===== src/rtl/lfsr_pkg.sv =====
// Shared constants for the LFSR family: maximal-length tap masks for widths 2..32
// (bit i set means state[i] feeds the XOR) and the reset state.
package lfsr_pkg;

    localparam logic [31:0] LFSR_RESET_VAL = 32'd1;

    localparam logic [1:0]  LFSR_TAPS_2  = 2'h3;
    localparam logic [2:0]  LFSR_TAPS_3  = 3'h6;
    localparam logic [3:0]  LFSR_TAPS_4  = 4'b1100;
    localparam logic [4:0]  LFSR_TAPS_5  = 5'h14;
    localparam logic [5:0]  LFSR_TAPS_6  = 6'h30;
    localparam logic [6:0]  LFSR_TAPS_7  = 7'h60;
    localparam logic [7:0]  LFSR_TAPS_8  = 8'hB8;
    localparam logic [8:0]  LFSR_TAPS_9  = 9'h110;
    localparam logic [9:0]  LFSR_TAPS_10 = 10'h240;
    localparam logic [10:0] LFSR_TAPS_11 = 11'h500;
    localparam logic [11:0] LFSR_TAPS_12 = 12'h829;
    localparam logic [12:0] LFSR_TAPS_13 = 13'h100D;
    localparam logic [13:0] LFSR_TAPS_14 = 14'h2015;
    localparam logic [14:0] LFSR_TAPS_15 = 15'h6000;
    localparam logic [15:0] LFSR_TAPS_16 = 16'hD008;
    localparam logic [16:0] LFSR_TAPS_17 = 17'h12000;
    localparam logic [17:0] LFSR_TAPS_18 = 18'h20400;
    localparam logic [18:0] LFSR_TAPS_19 = 19'h40023;
    localparam logic [19:0] LFSR_TAPS_20 = 20'h90000;
    localparam logic [20:0] LFSR_TAPS_21 = 21'h140000;
    localparam logic [21:0] LFSR_TAPS_22 = 22'h300000;
    localparam logic [22:0] LFSR_TAPS_23 = 23'h420000;
    localparam logic [23:0] LFSR_TAPS_24 = 24'hE10000;
    localparam logic [24:0] LFSR_TAPS_25 = 25'h1200000;
    localparam logic [25:0] LFSR_TAPS_26 = 26'h2000023;
    localparam logic [26:0] LFSR_TAPS_27 = 27'h4000013;
    localparam logic [27:0] LFSR_TAPS_28 = 28'h9000000;
    localparam logic [28:0] LFSR_TAPS_29 = 29'h14000000;
    localparam logic [29:0] LFSR_TAPS_30 = 30'h20000029;
    localparam logic [30:0] LFSR_TAPS_31 = 31'h48000000;
    localparam logic [31:0] LFSR_TAPS_32 = 32'h80200003;

    // Default tap mask for a given width, zero-extended to 32 bits.
    function automatic logic [31:0] lfsr_default_taps(input int width);
        case (width)
            2:       return 32'(LFSR_TAPS_2);
            3:       return 32'(LFSR_TAPS_3);
            4:       return 32'(LFSR_TAPS_4);
            5:       return 32'(LFSR_TAPS_5);
            6:       return 32'(LFSR_TAPS_6);
            7:       return 32'(LFSR_TAPS_7);
            8:       return 32'(LFSR_TAPS_8);
            9:       return 32'(LFSR_TAPS_9);
            10:      return 32'(LFSR_TAPS_10);
            11:      return 32'(LFSR_TAPS_11);
            12:      return 32'(LFSR_TAPS_12);
            13:      return 32'(LFSR_TAPS_13);
            14:      return 32'(LFSR_TAPS_14);
            15:      return 32'(LFSR_TAPS_15);
            16:      return 32'(LFSR_TAPS_16);
            17:      return 32'(LFSR_TAPS_17);
            18:      return 32'(LFSR_TAPS_18);
            19:      return 32'(LFSR_TAPS_19);
            20:      return 32'(LFSR_TAPS_20);
            21:      return 32'(LFSR_TAPS_21);
            22:      return 32'(LFSR_TAPS_22);
            23:      return 32'(LFSR_TAPS_23);
            24:      return 32'(LFSR_TAPS_24);
            25:      return 32'(LFSR_TAPS_25);
            26:      return 32'(LFSR_TAPS_26);
            27:      return 32'(LFSR_TAPS_27);
            28:      return 32'(LFSR_TAPS_28);
            29:      return 32'(LFSR_TAPS_29);
            30:      return 32'(LFSR_TAPS_30);
            31:      return 32'(LFSR_TAPS_31);
            32:      return LFSR_TAPS_32;
            default: return 32'd0;
        endcase
    endfunction

endpackage


===== src/rtl/lfsr_feedback.sv =====
// Combinational Fibonacci feedback: XOR of the state bits selected by TAPS.
module lfsr_feedback #(
    parameter int              WIDTH = 4,
    parameter logic [WIDTH-1:0] TAPS = '0
) (
    input  logic [WIDTH-1:0] i_state,
    output logic             o_fb
);

    assign o_fb = ^(i_state & TAPS);

endmodule


===== src/rtl/lfsr4.sv =====
// Fibonacci LFSR with synchronous seed load and serial output q = state[WIDTH-1].
// Optional macro LFSR_LOCKUP_GUARD_EN keeps the register out of the all-zero state.
module lfsr4
    import lfsr_pkg::*;
#(
    parameter int               WIDTH = 4,
    parameter logic [WIDTH-1:0] TAPS  = WIDTH'(lfsr_default_taps(WIDTH))
) (
    output logic             q,
    input  logic             clk,
    input  logic             rst,
    input  logic [WIDTH-1:0] seed,
    input  logic             load
);

    localparam logic [WIDTH-1:0] RESET_STATE = WIDTH'(LFSR_RESET_VAL);

    logic [WIDTH-1:0] r_state;
    logic             w_fb;
    logic [WIDTH-1:0] w_load_val;
    logic [WIDTH-1:0] w_shift_val;

    lfsr_feedback #(
        .WIDTH (WIDTH),
        .TAPS  (TAPS)
    ) u_feedback (
        .i_state (r_state),
        .o_fb    (w_fb)
    );

`ifdef LFSR_LOCKUP_GUARD_EN
    // Zero is the lock-up state; substitute the reset value on both entry paths.
    assign w_load_val  = (seed == '0) ? RESET_STATE : seed;
    assign w_shift_val = (r_state == '0) ? RESET_STATE : {r_state[WIDTH-2:0], w_fb};
`else
    assign w_load_val  = seed;
    assign w_shift_val = {r_state[WIDTH-2:0], w_fb};
`endif

    always_ff @(posedge clk or posedge rst) begin
        if (rst) begin
            r_state <= RESET_STATE;
        end else if (load) begin
            r_state <= w_load_val;
        end else begin
            r_state <= w_shift_val;
        end
    end

    assign q = r_state[WIDTH-1];

endmodule


===== config.mk =====
export PLATFORM = sky130hd
export DESIGN_NAME = lfsr4
export DESIGN_NICKNAME = d
export VERILOG_FILES = /design/src/rtl/lfsr_pkg.sv /design/src/rtl/lfsr_feedback.sv /design/src/rtl/lfsr4.sv
export SDC_FILE = /design/constraint.sdc
export NUM_CORES = 1
export LEC_CHECK = 0
export BUFFER_PORTS_ARGS = -buffer_cell sky130_fd_sc_hd__buf_2
export CAP_MARGIN = 40
export CORE_AREA = 3 3 40 42
export CTS_CLUSTER_DIAMETER = 150
export CTS_CLUSTER_SIZE = 30
export DETAILED_ROUTE_END_ITERATION = 8
export DIE_AREA = 0 0 43 45
export PLACE_DENSITY = 0.33
export SYNTH_ARGS = -nofsm -noshare
export SYNTH_HDL_FRONTEND = slang
export SYNTH_SLANG_ARGS = --single-unit

===== constraint.sdc =====
create_clock -name clk -period 0.9 [get_ports clk]
set_clock_uncertainty 0.05 [all_clocks]
set_input_delay 0.045 -clock clk [delete_from_list [all_inputs] [get_ports clk]]
set_output_delay 0.045 -clock clk [all_outputs]
set_load 0.01 [all_outputs]

======== Word-level counts from Yosys, hierarchy flattened ========
Cells that the tools add are included.
W data, S select, Z words.
storage, ports and cells
  flip-flop bits (word level) ............. 4
  memories kept ........................... 0
  bits of input ports ..................... 7
  memory bits (read-only) ................. 0
  latch bits .............................. 0
  output and inout port bits .............. 1
  RAM bits ................................ 0
cells by class
  div/mod/pow operators ................... 0
  muxes and demuxes ....................... 1
  eq/ne operators ......................... 0
  shift operators ......................... 0
  $mul .................................... 0
  add/sub/neg operators ................... 0
  order comparisons ....................... 0
  bitwise logic cells ..................... 0
  reductions and logical operators ........ 1
operators by type and width
  cell               count
  $mux W4            1
  $reduce_xor A4 Y1  1

======== Longest topological paths before layout ========
Gate-level depths: netlist of the first run.
  word-level depth ........................ 2
  gate-level depth with buffers ........... 2
  gate-level depth less buffers ........... 2

======== Hierarchy ========
Synthesis of the first run repeated with hierarchy kept, for this count alone.
unflattened totals
  cells, all modules ...................... 10
  area total of the unflattened synthesis .. 158.9 µm²
modules (own cells, without submodules)
  module         cells each  times used  sequential area each (µm²)  area an instance (µm²)
  lfsr4          9           1           101.3                       150.1
  lfsr_feedback  1           1           0.0                         8.8

======== Worst setup path after synthesis of the first run ========
OpenSTA, ideal clock, no wires.
  kind .................................... reg2reg
  from .................................... reg r_state[3]
  to ...................................... reg r_state[0]
  stages on the path, launching flop included .. 3
  arrival time ............................ 656 ps
  required time ........................... 771 ps
  clock period less this slack ............ 785 ps
  setup slack ............................. 115 ps
  cell sequence ........................... dfrtp_1 xnor2_1 o21ai_0
between the ends
  longest elaborated chain between the ends .. 2
RTL lines
  what                    RTL line             text
  from (decl)             lfsr4.sv:18          logic [WIDTH-1:0] r_state;
  from (signal assigned)  lfsr4.sv:44          r_state <= w_load_val;
  from (signal assigned)  lfsr4.sv:46          r_state <= w_shift_val;
  $reduce_xor A4 Y1       lfsr_feedback.sv:10  assign o_fb = ^(i_state & TAPS);
  $mux W4                 lfsr4.sv:43          end else if (load) begin
Every way passes these cells.

======== Worst setup path in the final report of the first run ========
  from .................................... in seed[1]
  to ...................................... reg r_state[1]
between the ends
  longest elaborated chain between the ends .. 1
RTL lines
  what         RTL line     text
  from (decl)  lfsr4.sv:12  input logic [WIDTH-1:0] seed,
  $mux W4      lfsr4.sv:43
Every way passes these cells.

==> results.txt, run 1 <==
yosys warns - 0
Seq/Total Area, Yosys - 64.8%
Synth-to-Final Area Change - 83.2%
highest clock rate - 1130 MHz
synthesized cell area - 156 µm²
# H-tree levels - 1
register with the most flip-flops - r_state
clock period minus worst slack - 884 ps
die area - 1940 µm²
drc violations - 0
most frequent cells in the layout - buf_2, dlygate4sd3_1, mux2_2, clkbuf_4, dfrtp_1
Setup-failing EPs final - 0
final RePlAce weighted congestion - 0.632
latest clock arrival within the worst-skew pair - 230 ps
Hold Path Class - in2reg
Starting Density - 12.2%
Yosys cell types - 7
Final Hold Fails - 0
grt total ovfl - 0
Slew Viols, Final - 0
unrepaired setup endpoints after global routing - false
vias per cell - 3.26
fraction of final layout cells sized beyond drive strength 1 - 51.9%
Inst Count DP - 33
largest net degree at the start of global routing - 6
fill count - 141
Root Driver - clkbuf_4
top-level I/O count - 8
leading cell type in the layout, fill and taps excluded - buf_2
CTS tree - built
Syn Inst Count - 11
Port Buffers - 7
Largest register FFs - 4
CP max stage delay - 530 ps
Max Cap Viol - 0
die height - 45 µm
TritonRoute pass-1 iters - 2
VDD IR-drop max - 0.803 mV
die width - 43 µm
DR iter-0 viols - 6
Final Cycle Share - 98.2%
Largest regs - r_state: 4 flops
Core Area - 1280 µm²
Worst path slowest cell - dlygate4sd3_1
R2R cell count - 1
antenna violations before repair - 0
Leakage Power - 0.132 nW
Rel. slew slack - 89.3%
CP cell instances - dlygate4sd3_1, buf_2, mux2_2
Clock Tree Buf Depth - 2
Routed Antenna Nets - 0
hold path depth - 2
Std-Cell Rows - 13
TNS Setup - 0 ps
CTS buffer count - 3
post-route cell area - 287 µm²
# clock sinks - 4
status - completed
Setup crit start kind - input port
non-filler cells, final - 42
Syn Nets - 18
PD cells - 1850 nW/µm²
worst hold slack - 6.81 ps
total number of vias - 137
fin worst setup slack - 15.8 ps
ant diodes - 0
Avg Synthesized Cell Area - 14.2 µm²
GRT Total Usage - 4.59%
Data required, critical path - 970 ps
vias in the first global route - 109
Worst-Margin Slew - 158 ps
Tot Pwr - 0.529 mW
Worst EP arrival - 950 ps
clock slew at reported path FFs - 40 ps
Worst Setup End Kind - flip-flop
nets@finish - 35
Setup WS pre-CTS - 103 ps
Area after DPL - 210 µm²
register bit total from synthesis - 4
first-pass GRT wire length - 517 µm
Total Routed Length - 337 µm
WL per Instance - 8.02 µm
critical path class - in2reg
Final Util - 22.3%
worst-path fanout max - 1
[critical path: cells and delay by family]
family | cells | cell delay, ps
multiplexers | 1 | 260
buffers and inverters | 2 | 650
[metal layers]
metal | vias to the layer above | share of wire [%] | wire length [µm] | global-route usage (%)
met1 | 61 | 46 | 156 | 5.11
met5 | - | 0 | 0 | 0
li1 | 68 | - | - | -
met4 | 0 | 0 | 0 | 3.61
met3 | 0 | 17 | 57 | 6.37
met2 | 8 | 36 | 123 | 3.59
[logic make-up after synthesis]
kind of cell    after synthesis  synth area share, %
flops                         4                 64.8
mux                           3                 21.6
compound gates                1                 3.20
xor+xnor                      1                 5.60
simple gates                  1                 2.40
buf+inv                       1                 2.40
[repair_timing]
| item | 4_1_cts | 5_1_grt |
|---|---|---|
| gates resized for setup | 0 | 0 |
| hold buffers | 4 | 1 |
| endpoints found under the setup margin | 0 | 0 |
| setup buffers | 0 | 0 |
| endpoints found under the hold margin | 7 | 1 |
[Yosys cell counts]
library cell,number,area [µm²]
dfrtp_1,3,75.1
dfstp_2,1,26.3
inv_1,1,3.75
mux2_2,3,33.8
nand2_1,1,3.75
o21ai_0,1,5.00
xnor2_1,1,8.76
[worst paths after layout]
check                      slack [ps]  startpoint    endpoint
max in group asynchronous         380         rst  r_state[0]
min                                 7        load  r_state[0]
max reg2reg                       100  r_state[2]  r_state[3]
max                                20     seed[1]  r_state[1]
min reg2reg                       430  r_state[1]  r_state[2]
min in group asynchronous         190         rst  r_state[2]
[report_power, final]
| part | internal [mW] | total, mW | switching [mW] |
|---|---|---|---|
| clock | 0.167 | 0.244 | 0.0778 |
| sequential | 0.206 | 0.214 | 0.00812 |
| combinational | 0.0470 | 0.0709 | 0.0238 |
| total | 0.420 | 0.529 | 0.110 |
[layout make-up]
class / instances / area, µm² / share of cell area [%]
Clock buffer: 4 / 26.3 / 9.17
Tap cell: 15 / 18.8 / 6.55
Multi-Input combinational cell: 6 / 51.3 / 17.9
Sequential cell: 4 / 101 / 35.4
Timing Repair Buffer: 12 / 85.1 / 29.7
Inverter: 1 / 3.75 / 1.31
(Power assumes the default switching activity.)
==> inputs of run 2 (changes only) <==
==> constraint.sdc (replaced) <==
create_clock -name clk -period 0.9 [get_ports clk]
set_clock_uncertainty 0.05 [all_clocks]
set_input_delay 0.18 -clock clk [delete_from_list [all_inputs] [get_ports clk]]
set_output_delay 0.18 -clock clk [all_outputs]
set_load 0.01 [all_outputs]
==> results.txt, run 2 (synthesis gave the netlist of run 1 again) <==
Final Cycle Share - 108%
FF-to-FF setup slack - 50 ps
leading cell type in the layout, fill and taps excluded - buf_2
die width - 43 µm
top-level I/O count - 8
clock slew at reported path FFs - 40 ps
unrepaired setup endpoints after global routing - true
Slew Viols, Final - 0
nets@finish - 32
hold path depth - 3
fraction of final layout cells sized beyond drive strength 1 - 62.5%
Starting Density - 12.2%
most frequent cells in the layout - buf_2, mux2_2, clkbuf_4, dfrtp_1
sum of buffers and inverters on the critical path - 1
Std-Cell Rows - 13
Top delay family on crit path - flip-flops
ant diodes - 0
failing checks - negative setup slack
Worst path slowest cell - dfrtp_1
Inst Count DP - 33
antenna violations before repair - 0
status - finished with violations
Worst-Margin Slew - 171 ps
vias in the first global route - 163
Setup crit start kind - flip-flop
non-filler cells, final - 39
Reg-to-Reg Start - r_state[3]
Worst Setup End Kind - output port
CP max stage delay - 370 ps
fill count - 147
PD cells - 2120 nW/µm²
highest clock rate - 1030 MHz
die area - 1940 µm²
Root Driver - clkbuf_4
R2R cell count - 3
grt total ovfl - 0
fin worst setup slack - -71.4 ps
Clock Tree Buf Depth - 2
Setup-failing EPs final - 1
clock period minus worst slack - 971 ps
total number of vias - 129
worst-path fanout max - 2
Final Util - 19.8%
latest clock arrival within the worst-skew pair - 240 ps
Leakage Power - 0.120 nW
Worst Hold End - r_state[0]
Largest regs - r_state: 4 flops
first-pass GRT wire length - 683 µm
largest net degree at the start of global routing - 6
Area after DPL - 210 µm²
TNS Setup - -71.4 ps
Tot Pwr - 0.538 mW
post-route cell area - 254 µm²
TritonRoute pass-1 iters - 1
area of the multi-input gates - 51.3 µm²
Largest register FFs - 4
Synth-to-Final Area Change - 62.4%
WL per Instance - 9.97 µm
CTS buffer count - 3
Port Buffers - 7
Worst EP arrival - 740 ps
Hold Path Class - in2reg
Core Area - 1280 µm²
FF/Latch Area - 101 µm²
drc violations - 0
vias per cell - 3.31
Data required, critical path - 670 ps
Routed Antenna Nets - 0
final RePlAce weighted congestion - 0.676
Rel. slew slack - 88.6%
Max Cap Viol - 0
die height - 45 µm
Setup WS pre-CTS - 61.7 ps
VDD IR-drop max - 0.325 mV
GRT Total Usage - 5.92%
Final Hold Fails - 0
r2r endpoint - r_state[0]
Hold Crit Start - seed[0]
# H-tree levels - 1
worst hold slack - 96.0 ps
register with the most flip-flops - r_state
critical path class - reg2out
CP cell instances - buf_2
CTS tree - built
DR iter-0 viols - 0
Total Routed Length - 389 µm
# clock sinks - 4
[run 2: cell types whose count changed in the layout (fill, tap and decap cells not counted)]
cell           delta
buf_4             +1
dlygate4sd3_1     -4
o21ai_0           -1
o21ai_1           +1
[run 2: timing repair]
action | in CTS | in global routing
endpoints found under the setup margin | 1 | 2
hold buffers | 1 | 0
hold endpoints to repair | 4 | 0
setup buffers | 1 | 0
gates resized for setup | 0 | 1
[run 2: power by group]
part	total, mW	internal, mW	switching [mW]	leakage [nW]
Combinational	0.0662	0.0417	0.0245	0.0594
Sequential	0.215	0.206	0.00941	0.0457
Clock	0.256	0.167	0.0891	0.0150
Total	0.538	0.415	0.123	0.120
[run 2: worst max path at each step]
| stage | from | endpoint | slack, ps | cells past startpoint |
|---|---|---|---|---|
| global route | r_state[3] | q | -100 | 1 |
| floorplan | r_state[3] | r_state[0] | 120 | 2 |
| finish | r_state[3] | q | -70 | 1 |
| CTS | r_state[3] | q | -80 | 1 |
| global placement | load | r_state[1] | 50 | 2 |
| detailed placement | load | r_state[2] | 60 | 2 |
[run 2: per-layer routing]
metal	wire length, µm	vias up	share of wire [%]	GRT usage [%]
met5	0	-	0	0
met3	43	3	11	3.98
met2	169	9	43	7.49
li1	-	62	-	-
met1	145	55	37	5.08
met4	30	0	7.7	9.04
[run 2: final cells by class]
class                      count  share of cell area [%]
inverter                       1                    1.48
timing repair buffer           9                    20.7
tap                           15                    7.39
clock buffer                   4                    10.3
multi-input combinational      6                    20.2
sequential                     4                    39.9
[run 2: worst register-to-register path, cell delays in order, from the launching register on]
cell,delay [ps]
dfrtp_1,370
buf_4,130
xnor2_1,110
o21ai_1,120
